[config.mk]
export PLATFORM = sky130hd
export DESIGN_NAME = mem_stage_ctrl_flat
export DESIGN_NICKNAME = d
export VERILOG_FILES = /design/src/rtl/mem_stage_ctrl_if.sv /design/src/rtl/mem_stage_ctrl.sv /design/src/flat_wrapper.sv
export SDC_FILE = /design/constraint.sdc
export NUM_CORES = 1
export LEC_CHECK = 0
export BUFFER_PORTS_ARGS = -buffer_cell sky130_fd_sc_hd__buf_2
export CAP_MARGIN = 5
export CORE_ASPECT_RATIO = 2
export CORE_MARGIN = 4
export CORE_UTILIZATION = 45
export CTS_BUF_LIST = sky130_fd_sc_hd__clkbuf_16
export CTS_CLUSTER_SIZE = 16
export DETAILED_ROUTE_END_ITERATION = 6
export GPL_TIMING_DRIVEN = 0
export HOLD_SLACK_MARGIN = 0.02
export PLACE_DENSITY_LB_ADDON = 0.12
export REMOVE_ABC_BUFFERS = 1
export SYNTH_ARGS = -nofsm -noshare
export SYNTH_HDL_FRONTEND = slang
export SYNTH_SLANG_ARGS = --single-unit
[constraint.sdc]
create_clock -name clk -period 6 [get_ports clk]
set_input_delay 1.2 -clock clk [delete_from_list [all_inputs] [get_ports clk]]
set_output_delay 1.2 -clock clk [all_outputs]
set_load 0.05 [all_outputs]
[src/rtl/mem_stage_ctrl_if.sv]
// mem_stage_ctrl_if: request, data-memory and response bundle of the memory stage.
// The slave modport is the sequencer and the master modport is the pipeline/memory side.
interface mem_stage_ctrl_if;
    logic        req_valid;
    logic [2:0]  req_op;
    logic [31:0] req_addr;
    logic [15:0] req_wdata;
    logic [31:0] req_pc;
    logic        stall;
    logic [31:0] mem_addr;
    logic [15:0] mem_wdata;
    logic        mem_rd;
    logic        mem_wr;
    logic        mem_cs;
    logic [15:0] mem_rdata;
    logic        rsp_valid;
    logic [15:0] rsp_data;
    logic        rsp_pc_vld;
    logic [31:0] rsp_pc;
    logic        exc_stack;
    modport slave (
        input  req_valid, req_op, req_addr, req_wdata, req_pc, mem_rdata,
        output stall, mem_addr, mem_wdata, mem_rd, mem_wr, mem_cs,
               rsp_valid, rsp_data, rsp_pc_vld, rsp_pc, exc_stack
    );
    modport master (
        output req_valid, req_op, req_addr, req_wdata, req_pc, mem_rdata,
        input  stall, mem_addr, mem_wdata, mem_rd, mem_wr, mem_cs,
               rsp_valid, rsp_data, rsp_pc_vld, rsp_pc, exc_stack
    );
endinterface

[src/rtl/mem_stage_ctrl.sv]
// mem_stage_ctrl: memory-stage sequencer turning load/store/push/pop/call/ret into single-word
// memory strobes; owns a downward-growing stack pointer and splits 32-bit PC frames over two cycles.
module mem_stage_ctrl #(
    parameter int ADDR_W    = 11,
    parameter int STACK_TOP = 2047,
    parameter int STACK_LIM = 1024
) (
    input  logic              clk,
    input  logic              rst_n,
    mem_stage_ctrl_if.slave   bus,
    output logic [ADDR_W-1:0] sp
);
    typedef enum logic [1:0] {IDLE, CALL2, RET2} state_t;
    localparam logic [2:0] OP_LOAD  = 3'd1;
    localparam logic [2:0] OP_STORE = 3'd2;
    localparam logic [2:0] OP_PUSH  = 3'd3;
    localparam logic [2:0] OP_POP   = 3'd4;
    localparam logic [2:0] OP_CALL  = 3'd5;
    localparam logic [2:0] OP_RET   = 3'd6;
    localparam logic [ADDR_W-1:0] TOP     = ADDR_W'(STACK_TOP);
    localparam logic [ADDR_W-1:0] LIM     = ADDR_W'(STACK_LIM);
    localparam logic [ADDR_W-1:0] RET_MAX = ADDR_W'(STACK_TOP - 2);

    state_t            state_q, state_d;
    logic [ADDR_W-1:0] sp_q, sp_d;
    logic [15:0]       lo_q, lo_d;
    logic              rsp_valid_q, rsp_valid_d;
    logic [15:0]       rsp_data_q, rsp_data_d;
    logic              rsp_pc_vld_q, rsp_pc_vld_d;
    logic [31:0]       rsp_pc_q, rsp_pc_d;
    logic              exc_q, exc_d;
    logic              rd, wr, stall_c;
    logic [ADDR_W-1:0] addr, sp_inc, sp_dec;
    logic [15:0]       wdata;
    logic              unused_addr_hi;

    assign sp_inc         = sp_q + ADDR_W'(1);
    assign sp_dec         = sp_q - ADDR_W'(1);
    assign unused_addr_hi = ^bus.req_addr[31:ADDR_W];

    // lo_q carries the CALL low PC half into CALL2, or the popped RET low word into RET2
    always_comb begin
        state_d      = state_q;
        sp_d         = sp_q;
        lo_d         = lo_q;
        rd           = 1'b0;
        wr           = 1'b0;
        stall_c      = 1'b0;
        addr         = sp_q;
        wdata        = bus.req_wdata;
        rsp_valid_d  = 1'b0;
        rsp_data_d   = rsp_data_q;
        rsp_pc_vld_d = 1'b0;
        rsp_pc_d     = rsp_pc_q;
        exc_d        = 1'b0;
        case (state_q)
            CALL2: begin
                wr      = 1'b1;
                wdata   = lo_q;
                sp_d    = sp_dec;
                state_d = IDLE;
            end
            RET2: begin
                rd           = 1'b1;
                addr         = sp_inc;
                sp_d         = sp_inc;
                state_d      = IDLE;
                rsp_valid_d  = 1'b1;
                rsp_pc_vld_d = 1'b1;
                rsp_pc_d     = {bus.mem_rdata, lo_q};
            end
            default: begin
                if (bus.req_valid) begin
                    case (bus.req_op)
                        OP_LOAD: begin
                            rd          = 1'b1;
                            addr        = bus.req_addr[ADDR_W-1:0];
                            rsp_valid_d = 1'b1;
                            rsp_data_d  = bus.mem_rdata;
                        end
                        OP_STORE: begin
                            wr   = 1'b1;
                            addr = bus.req_addr[ADDR_W-1:0];
                        end
                        OP_PUSH: begin
                            exc_d = sp_q < LIM;
                            wr    = !exc_d;
                            sp_d  = exc_d ? sp_q : sp_dec;
                        end
                        OP_POP: begin
                            exc_d       = sp_q == TOP;
                            rd          = !exc_d;
                            addr        = sp_inc;
                            sp_d        = exc_d ? sp_q : sp_inc;
                            rsp_valid_d = !exc_d;
                            rsp_data_d  = exc_d ? rsp_data_q : bus.mem_rdata;
                        end
                        OP_CALL: begin
                            exc_d   = sp_q <= LIM;
                            wr      = !exc_d;
                            stall_c = !exc_d;
                            wdata   = bus.req_pc[31:16];
                            lo_d    = exc_d ? lo_q : bus.req_pc[15:0];
                            sp_d    = exc_d ? sp_q : sp_dec;
                            state_d = exc_d ? IDLE : CALL2;
                        end
                        OP_RET: begin
                            exc_d   = sp_q > RET_MAX;
                            rd      = !exc_d;
                            stall_c = !exc_d;
                            addr    = sp_inc;
                            lo_d    = exc_d ? lo_q : bus.mem_rdata;
                            sp_d    = exc_d ? sp_q : sp_inc;
                            state_d = exc_d ? IDLE : RET2;
                        end
                        default: ;
                    endcase
                end
            end
        endcase
    end

    always_ff @(posedge clk or negedge rst_n) begin
        if (!rst_n) begin
            state_q      <= IDLE;
            sp_q         <= TOP;
            lo_q         <= '0;
            rsp_valid_q  <= 1'b0;
            rsp_data_q   <= '0;
            rsp_pc_vld_q <= 1'b0;
            rsp_pc_q     <= '0;
            exc_q        <= 1'b0;
        end else begin
            state_q      <= state_d;
            sp_q         <= sp_d;
            lo_q         <= lo_d;
            rsp_valid_q  <= rsp_valid_d;
            rsp_data_q   <= rsp_data_d;
            rsp_pc_vld_q <= rsp_pc_vld_d;
            rsp_pc_q     <= rsp_pc_d;
            exc_q        <= exc_d;
        end
    end

    // strobes are gated by reset so an abandoned CALL2/RET2 drops them at once
    assign bus.mem_rd     = rst_n & rd;
    assign bus.mem_wr     = rst_n & wr;
    assign bus.mem_cs     = rst_n & (rd | wr);
    assign bus.stall      = rst_n & stall_c;
    assign bus.mem_addr   = {{(32-ADDR_W){1'b0}}, addr};
    assign bus.mem_wdata  = wdata;
    assign bus.rsp_valid  = rsp_valid_q;
    assign bus.rsp_data   = rsp_data_q;
    assign bus.rsp_pc_vld = rsp_pc_vld_q;
    assign bus.rsp_pc     = rsp_pc_q;
    assign bus.exc_stack  = exc_q;
    assign sp             = sp_q;
endmodule
[src/flat_wrapper.sv]
// flat-port wrapper written by rule: the top's interface ports become plain ports
module mem_stage_ctrl_flat 
#(
    parameter int ADDR_W    = 11,
    parameter int STACK_TOP = 2047,
    parameter int STACK_LIM = 1024
)
  (clk, rst_n, sp, bus_req_valid, bus_req_op, bus_req_addr, bus_req_wdata, bus_req_pc, bus_mem_rdata, bus_stall, bus_mem_addr, bus_mem_wdata, bus_mem_rd, bus_mem_wr, bus_mem_cs, bus_rsp_valid, bus_rsp_data, bus_rsp_pc_vld, bus_rsp_pc, bus_exc_stack);
  mem_stage_ctrl_if bus_i ();
  input  logic clk;
  input  logic rst_n;
  output logic [ADDR_W-1:0] sp;
  input wire logic [$bits(bus_i.req_valid)-1:0] bus_req_valid;
  input wire logic [$bits(bus_i.req_op)-1:0] bus_req_op;
  input wire logic [$bits(bus_i.req_addr)-1:0] bus_req_addr;
  input wire logic [$bits(bus_i.req_wdata)-1:0] bus_req_wdata;
  input wire logic [$bits(bus_i.req_pc)-1:0] bus_req_pc;
  input wire logic [$bits(bus_i.mem_rdata)-1:0] bus_mem_rdata;
  output wire logic [$bits(bus_i.stall)-1:0] bus_stall;
  output wire logic [$bits(bus_i.mem_addr)-1:0] bus_mem_addr;
  output wire logic [$bits(bus_i.mem_wdata)-1:0] bus_mem_wdata;
  output wire logic [$bits(bus_i.mem_rd)-1:0] bus_mem_rd;
  output wire logic [$bits(bus_i.mem_wr)-1:0] bus_mem_wr;
  output wire logic [$bits(bus_i.mem_cs)-1:0] bus_mem_cs;
  output wire logic [$bits(bus_i.rsp_valid)-1:0] bus_rsp_valid;
  output wire logic [$bits(bus_i.rsp_data)-1:0] bus_rsp_data;
  output wire logic [$bits(bus_i.rsp_pc_vld)-1:0] bus_rsp_pc_vld;
  output wire logic [$bits(bus_i.rsp_pc)-1:0] bus_rsp_pc;
  output wire logic [$bits(bus_i.exc_stack)-1:0] bus_exc_stack;
  assign bus_i.req_valid = bus_req_valid;
  assign bus_i.req_op = bus_req_op;
  assign bus_i.req_addr = bus_req_addr;
  assign bus_i.req_wdata = bus_req_wdata;
  assign bus_i.req_pc = bus_req_pc;
  assign bus_i.mem_rdata = bus_mem_rdata;
  assign bus_stall = bus_i.stall;
  assign bus_mem_addr = bus_i.mem_addr;
  assign bus_mem_wdata = bus_i.mem_wdata;
  assign bus_mem_rd = bus_i.mem_rd;
  assign bus_mem_wr = bus_i.mem_wr;
  assign bus_mem_cs = bus_i.mem_cs;
  assign bus_rsp_valid = bus_i.rsp_valid;
  assign bus_rsp_data = bus_i.rsp_data;
  assign bus_rsp_pc_vld = bus_i.rsp_pc_vld;
  assign bus_rsp_pc = bus_i.rsp_pc;
  assign bus_exc_stack = bus_i.exc_stack;
  mem_stage_ctrl #(.ADDR_W(ADDR_W), .STACK_TOP(STACK_TOP), .STACK_LIM(STACK_LIM)) u_core (.clk(clk), .rst_n(rst_n), .bus(bus_i), .sp(sp));
endmodule
Word-level counts from Yosys, hierarchy flattened
Cells that the tools add are included.

Output and inout bits: 114. Bits of input ports: 102. Flip-flop bits (word level): 80. Logic and storage cells: 91.

Mux-type cells: 39. Reduce and logical (&&, ||, !) cells: 17. Add/sub/neg operators: 2. Equal/unequal tests: 16. Magnitude comparators: 3. Bitwise logic cells: 6.

Operators with widths (number): 16-bit one-hot mux with 2 select lines (3); 16-bit two-way mux (5); 11-bit two-way mux (6); 11-bit one-hot mux with 2 select lines (3); 11-bit one-hot mux with 4 select lines (1); 4-bit != test (second input constant) (4); 11-bit by 1-bit adder with 11-bit output (second input constant) (1); 11-bit == test (second input constant) (1); 11-bit > comparator (second input constant) (1); 11-bit <= comparator (second input constant) (1); 11-bit less-than comparator (second input constant) (1); 11-bit by 1-bit subtractor with 11-bit output (second input constant) (1); 1-bit one-hot mux with 2 select lines (5); 3-bit == test (second input constant) (3); 1-bit two-way mux (9); 3-bit by 2-bit == test with 1-bit output (second input constant) (2); 2-bit two-way mux (3); 2-bit != test (second input constant) (3); 1-bit one-hot mux with 3 select lines (2); 6-bit AND reduction (1); 2-bit nonzero test (3); 3-bit nonzero test (2); 6-bit nonzero test (1); 2-bit OR reduction (3); other kinds (12) (18).

Logic depth before layout (Yosys ltp)
Gate-level depths: netlist of run 1.

Word-level depth: 7. Gate-level depth with buffers: 10. Mapped depth without buffers: 8.

Worst setup path before layout of run 1
OpenSTA, ideal clock, no wires.

Path type: input -> output. Start point: in bus_req_valid. End point: out bus_mem_addr[4]. Data required time: 4800 ps. Stages on the path: 5. Setup slack: 929 ps. Data arrival time: 3871 ps. Buffers on the path: 2. Cells stage by stage: clkbuf_1 -> and2_1 -> clkbuf_1 -> a21oi_1 -> o311ai_0.

Word-level cells in the longest chain between the ends: 2.

Ends and longest elaborated chain: start: declaration (line flat_wrapper.sv:13) `input wire logic [$bits(bus_i.req_valid)-1:0] bus_req_valid;`; 11-bit two-way mux (line mem_stage_ctrl.sv:73) `if (bus.req_valid) begin`; 11-bit one-hot mux with 2 select lines (line mem_stage_ctrl.sv:56) `case (state_q)`; end: declaration (line flat_wrapper.sv:20) `output wire logic [$bits(bus_i.mem_addr)-1:0] bus_mem_addr;`.

Every way passes these cells.

Worst setup path in the final report of run 1
Start point: in bus_req_op[2]. End point: out bus_stall.

Word-level cells in the longest chain between the ends: 5. Elaborated cells between the ends (all ways): 6. Classes of those cells: eq/ne: 2; mux: 3; bitwise: 1.

Ends and longest elaborated chain: start: declaration (line flat_wrapper.sv:14) `input wire logic [$bits(bus_i.req_op)-1:0] bus_req_op;`; 3-bit == test (line mem_stage_ctrl.sv:74) `case (bus.req_op)`; 1-bit one-hot mux with 2 select lines (*) (line mem_stage_ctrl.sv:74); 1-bit two-way mux (*) (line mem_stage_ctrl.sv:73); 1-bit two-way mux (*) (line mem_stage_ctrl.sv:56); 1-bit AND (*) (line mem_stage_ctrl.sv:149) `assign bus.stall = rst_n & stall_c;`; end: declaration (line flat_wrapper.sv:19) `output wire logic [$bits(bus_i.stall)-1:0] bus_stall;`.

Mark *: on every way between the ends. The rest lies on a longest branch, timed or not.

==> out/metrics.csv, run 1 <==
metric,value,unit
crit_chain,buf_2 -> nor2b_1 -> and2_2 -> a21boi_0 -> o21ai_2 -> nor2_1 -> buf_2,
cts_buffers,9,
worstRegToRegCells,5,
cts_root_buffer,clkbuf_16,
yosysTopAreaCell,dfrtp_1,
ys_top_cells_by_area,"dfrtp_1 (35%), mux2_2 (14%), dfstp_2 (5.8%)",
ys.flop_type,dfrtp_1,
yosys_register_bits,80,
status,"finished, final reports clean",
wirelength,16.0,mm
clk_pin_slew,60,ps
synthArstFlopShare,100,%
max_cap_viol_count,0,
powerDensity,616,nW/um^2
yosysSeqAreaShare,40.4,%
regToRegEndpoint,u_core.lo_q[4],
arrival,4290,ps
grt_pass1_vias,4715,
postSynthAreaPerCell,10.1,sq um
hp-start,u_core.bus.rsp_data[1],
end_kind,output port,
antenna_found_initial,0,
netlist_area,4990,sq um
synth.top_cell.area_share,34.6,%
worst_hold_slack,501,ps
slowest_stage,nor2b_1,
gp_routability_congestion,0.954,
die_area,12900,sq um
slew_violations,0,
skew,6.28,ps
post-place-ws,147,ps
ant_nets,0,
die_h,157,um
critPathLaunchType,input port,
io_buffers,173,
vias,4467,
holdPathStages,1,
power.leakage,2.96,nW
worstPathRequired,4800,ps
synthDistinctLibCells,64,
power,3.79,mW
tightest_slew,1260,ps
drc,0,
hpwlAfterDp,11.9,mm
cp_num_buf_inv,2,
dr.pass1.iters,6,
core-area,10900,sq um
ios,216,
start_util,45.9,%
fin_nets,749,
max_slew_margin,16.2,%
finalInstanceArea,6150,sq um
worst_slack,508,ps
hp-class,reg -> reg,
startpoint,bus_req_op[2],
rows,54,
met2_usage,44.9,%
period_needed,5490,ps
die_w,82.5,um
path_common_cell,buf_2,
gr-usage-met3,4.64,%
ir_drop,0.351,mV
yosys_warnings,0,
grt_overflow,0,
grt_usage,25.3,%
h-tree-depth,3,
diodes,0,
worstSetupPathType,in -> out,
grt_max_degree,74,
max_clock_freq,182,MHz
synth_cells,494,
grtUsageMet1,26.8,%
area_delta_synth_final,23.3,%
routedWlPerCell,20.4,um
grt_pass1_wl,24.7,mm
busiest_layer,met2,
cts_buffer_depth,2,
placed_area,5830,sq um
cp_top_family,simple AND/OR/NAND/NOR gates,
r2r_start,u_core.sp[5],
critPathMaxStageDelay,740,ps
cts_tree,built,
via_per_inst,5.68,
worst_skew_pair.late_latency,330,ps
drive_above_1_share,44.1,%
rsz0062_at_grt,false,
cts_hold_buffers,0,
cts.sinks,80,
hold_violations,0,
hold_path_end,u_core.bus.rsp_data[1],
setup_violations,0,
synth_edf_count,0,
cp_max_fo,33,
reg2reg_setup_slack,2730,ps
fin_crit_sh,91.5,%
drt_iter0_drc,269,
## worst max-delay path by stage
stage          cells after the start              end
3_5_place_dp                       7        bus_stall
6_report                           7        bus_stall
3_3_place_gp                       6  bus_mem_addr[4]
5_1_grt                            7        bus_stall
2_1_floorplan                      5  bus_mem_addr[4]
4_1_cts                            7        bus_stall
## layer usage
layer | routed length (um) | vias up
li1 | - | 2049
met1 | 5430 | 2151
met2 | 8730 | 229
met3 | 1120 | 38
met4 | 730 | 0
met5 | 0 | -
## per-stage QoR
step	std cells	TNS, ps	utilization [%]
final	786	0	56.5
after global routing	786	0	56.5
after CTS	786	0	56.5
after detailed placement	770	0	53.6
after global placement	767	-70.7	52.9
after floorplan	454	0	-
## cell families (layout without fill, tap and decap cells)
| logic type | count (synthesis) | in the layout | share of synthesized area [%] |
|---|---|---|---|
| buffers and inverters | 85 | 217 | 8.90 |
| AND/OR/NAND/NOR | 105 | 105 | 10.9 |
| other | 1 | 21 | 0.0752 |
| flip-flops | 80 | 80 | 40.4 |
| AO/OA/AOI/OAI | 119 | 119 | 17.0 |
| multiplexers | 85 | 85 | 19.0 |
| adder cells (fa/ha/maj) | 6 | 6 | 1.50 |
| XOR/XNOR | 13 | 13 | 2.28 |
## report_power, final
group          internal (mW)  switching, mW
Combinational          0.596           1.53
Sequential             0.813          0.252
Clock                  0.365          0.225
## cell type report
class                      instances  area (sq um)
sequential                        80          2020
clock buffer                       9           225
clock inverter                     7          95.1
fill                            1024          4730
tap                              140           175
timing repair buffer             176           931
multi-input combinational        349          2610
inverter                          25          93.8
## repair_timing
action,CTS,global route
gates resized for setup,0,1
endpoints found under the setup margin,0,1
buffers inserted,0,0
## synth_stat cells, types with 2 or more instances
cell type  instances
a221o_1            2
o21ai_1            3
inv_1             25
mux2_4             3
a21o_1             2
and2_1             5
buf_4             21
nand3_1            6
nand2_1           38
a31oi_1            9
and3_1             3
mux2_2            64
a21oi_1           11
ha_1               6
o32ai_1            2
a222oi_1          16
or3_1              3
nor2b_1            8
buf_2             12
o21ai_0           40
nor4_1             2
a32oi_1            4
clkbuf_1          19
nor3_1             5
nand2b_1           2
xnor2_1            6
xor2_1             7
buf_6              4
a22oi_1            9
o311ai_0           3
dfrtp_1           69
buf_1              3
nand4_1            6
mux2i_1           18
or3b_2             2
nor2_1            16
dfstp_2           11
o22ai_1            3
## sequential cells by signal, summed over array words and instances, names as in the netlist
signal	flops
u_core.state_q	2
u_core.bus.rsp_data	16
u_core.bus.exc_stack	1
u_core.lo_q	16
u_core.bus.rsp_valid	1
u_core.bus.rsp_pc_vld	1
u_core.bus.rsp_pc	32
u_core.sp	11
## placed cells by master (no fill, tap or decap), types with 5 or more instances in the layout
| cell type | n |
|---|---|
| buf_2 | 172 |
| dfrtp_1 | 69 |
| mux2_2 | 64 |
| o21ai_0 | 40 |
| nand2_1 | 38 |
| inv_1 | 25 |
| conb_1 | 21 |
| mux2i_1 | 18 |
| nor2_1 | 16 |
| a222oi_1 | 16 |
| a21oi_1 | 11 |
| dfstp_2 | 11 |
| a31oi_1 | 9 |
| a22oi_1 | 9 |
| clkbuf_16 | 9 |
| xor2_1 | 7 |
| nor2b_1 | 6 |
| nand3_1 | 6 |
| nand4_1 | 6 |
| xnor2_1 | 6 |
| nor3_1 | 5 |
| ha_1 | 5 |
(Power assumes the default switching activity.)
==> run 2, diff against run 1 <==
--- a/config.mk
+++ b/config.mk
@@ -7,7 +7,6 @@
 export LEC_CHECK = 0
 export BUFFER_PORTS_ARGS = -buffer_cell sky130_fd_sc_hd__buf_2
 export CAP_MARGIN = 5
-export CORE_ASPECT_RATIO = 2
 export CORE_MARGIN = 4
 export CORE_UTILIZATION = 45
 export CTS_BUF_LIST = sky130_fd_sc_hd__clkbuf_16
==> run 2 against run 1 <==
  * Clock skew shrank 1.9 ps
  * Wire length decreased by 10%
  * Cell area decreased by 0.53%
  * Final cell count is the same
  * Via count fell by 1.8%
  * Worst hold slack better by 3.0 ps
==> out/metrics.csv, run 2 (same netlist as run 1, synthesis figures left out) <==
metric,value,unit
status,"finished, final reports clean",
final_cell_mix,"buf_2 (172), dfrtp_1 (69), mux2_2 (64)",
cts_root_buffer,clkbuf_16,
fin_cells,786,
vias,4386,
ant_nets,0,
dp.cells,770,
cts_tree,built,
die_w,113,um
critPathLaunchType,input port,
drt_iter0_drc,310,
max_cap_viol_count,0,
core-area,10800,sq um
grt_overflow,0,
grtUsageMet1,26.5,%
critPathMaxStageDelay,720,ps
final.setup.tns,0,ps
power.leakage,2.95,nW
io_buffers,173,
grt_pass1_wl,22.6,mm
cts_buffer_depth,2,
grt_pass1_vias,4484,
h-tree-depth,3,
largest_reg_flops,32,
worstSetupPathType,in -> out,
arrival,4240,ps
cts_buffers,9,
gr-usage-met3,5.13,%
rsz0062_at_grt,false,
skew,4.38,ps
dr.pass1.iters,6,
cts_setup_buffers,0,
diodes,0,
clk_pin_slew,60,ps
powerDensity,601,nW/um^2
cts.sinks,80,
via_per_inst,5.58,
hp-class,reg -> reg,
setup_violations,0,
die_h,113,um
fin_crit_sh,90.6,%
tightest_slew,1200,ps
wirelength,14.3,mm
max_slew_margin,20.0,%
busiest_layer,met2,
routedWlPerCell,18.2,um
worst_slack,564,ps
hold_violations,0,
met2_usage,38.5,%
die_area,12800,sq um
final_common_cell,buf_2,
grt_usage,22.2,%
hpwlAfterDp,10.3,mm
ios,216,
slowest_stage,and2_2,
rows,38,
fin_nets,749,
end_kind,output port,
worstPathRequired,4800,ps
post-place-ws,174,ps
max_clock_freq,184,MHz
cp_max_fo,33,
drc,0,
period_needed,5440,ps
start_util,46.0,%
crit_chain,buf_2 -> nor2b_1 -> and2_2 -> a21boi_0 -> o21ai_2 -> nor2_1 -> buf_2,
area_delta_synth_final,22.6,%
drive_above_1_share,43.7,%
ir_drop,0.307,mV
gp_routability_congestion,0.932,
antenna_found_initial,0,
worst_skew_pair.late_latency,330,ps
grt_max_degree,45,
path_common_cell,buf_2,
slew_violations,0,
## run 2: cell count changes in the layout (fill, tap and decap cells not counted), sizes merged
cell / previous run / this run
bufinv: 2 / 1
inv: 26 / 27
## run 2: worst max-delay path: cells and delay by family
kind                   cells  cell delay, ps
AND/OR/NAND/NOR            3            1620
AO/OA/AOI/OAI              2             940
buffers and inverters      2             470
## run 2: per-layer routing
metal / part of all wire, % / vias up
met1: 41 / 2135
met5: 0 / -
met3: 6.6 / 20
met2: 51 / 162
li1: - / 2069
met4: 1.8 / 0
## run 2: final timing paths
path | from | endpoint | slack [ps] | depth (start not counted)
max | bus_req_op[2] | bus_stall | 560 | 7
min | u_core.bus.rsp_pc[3] | u_core.bus.rsp_pc[3] | 500 | 1
max reg2reg | u_core.sp[0] | u_core.lo_q[0] | 2890 | 7
min reg2reg | u_core.bus.rsp_pc[3] | u_core.bus.rsp_pc[3] | 500 | 1
max in group asynchronous | rst_n | u_core.sp[0] | 4510 | 2
min in group asynchronous | rst_n | u_core.bus.exc_stack | 850 | 1
## run 2: layout make-up
cell class | instances | area [sq um]
Fill cell | 992 | 4720
Clock inverter | 7 | 62.6
Multi-Input combinational cell | 349 | 2610
Clock buffer | 9 | 225
Inverter | 25 | 93.8
Sequential cell | 80 | 2020
Timing Repair Buffer | 176 | 931
Tap cell | 140 | 175
## run 2: per-stage QoR
| stage | util [%] | cell area (sq um) | hold WS [ps] | power, mW |
|---|---|---|---|---|
| after CTS | 56.4 | 6110 | 507 | 3.70 |
| after floorplan | - | 4710 | 467 | 2.61 |
| after detailed placement | 53.8 | 5830 | 491 | 3.16 |
| after global placement | 53.1 | 5750 | 483 | 3.10 |
| after global routing | 56.4 | 6120 | 521 | 3.87 |
| final | 56.4 | 6120 | 504 | 3.68 |
## run 2: what timing repair did
action / CTS / global route
endpoints found under the hold margin: 0 / 0
hold buffers: 0 / 0
gates resized for setup: 0 / 1
endpoints found under the setup margin: 0 / 1
## run 2: where the power goes
group	leakage, nW	total, mW	internal (mW)	switching, mW
Sequential	0.960	1.05	0.813	0.237
Combinational	1.84	2.09	0.595	1.50
Clock	0.142	0.534	0.318	0.215
Total	2.95	3.68	1.73	1.95
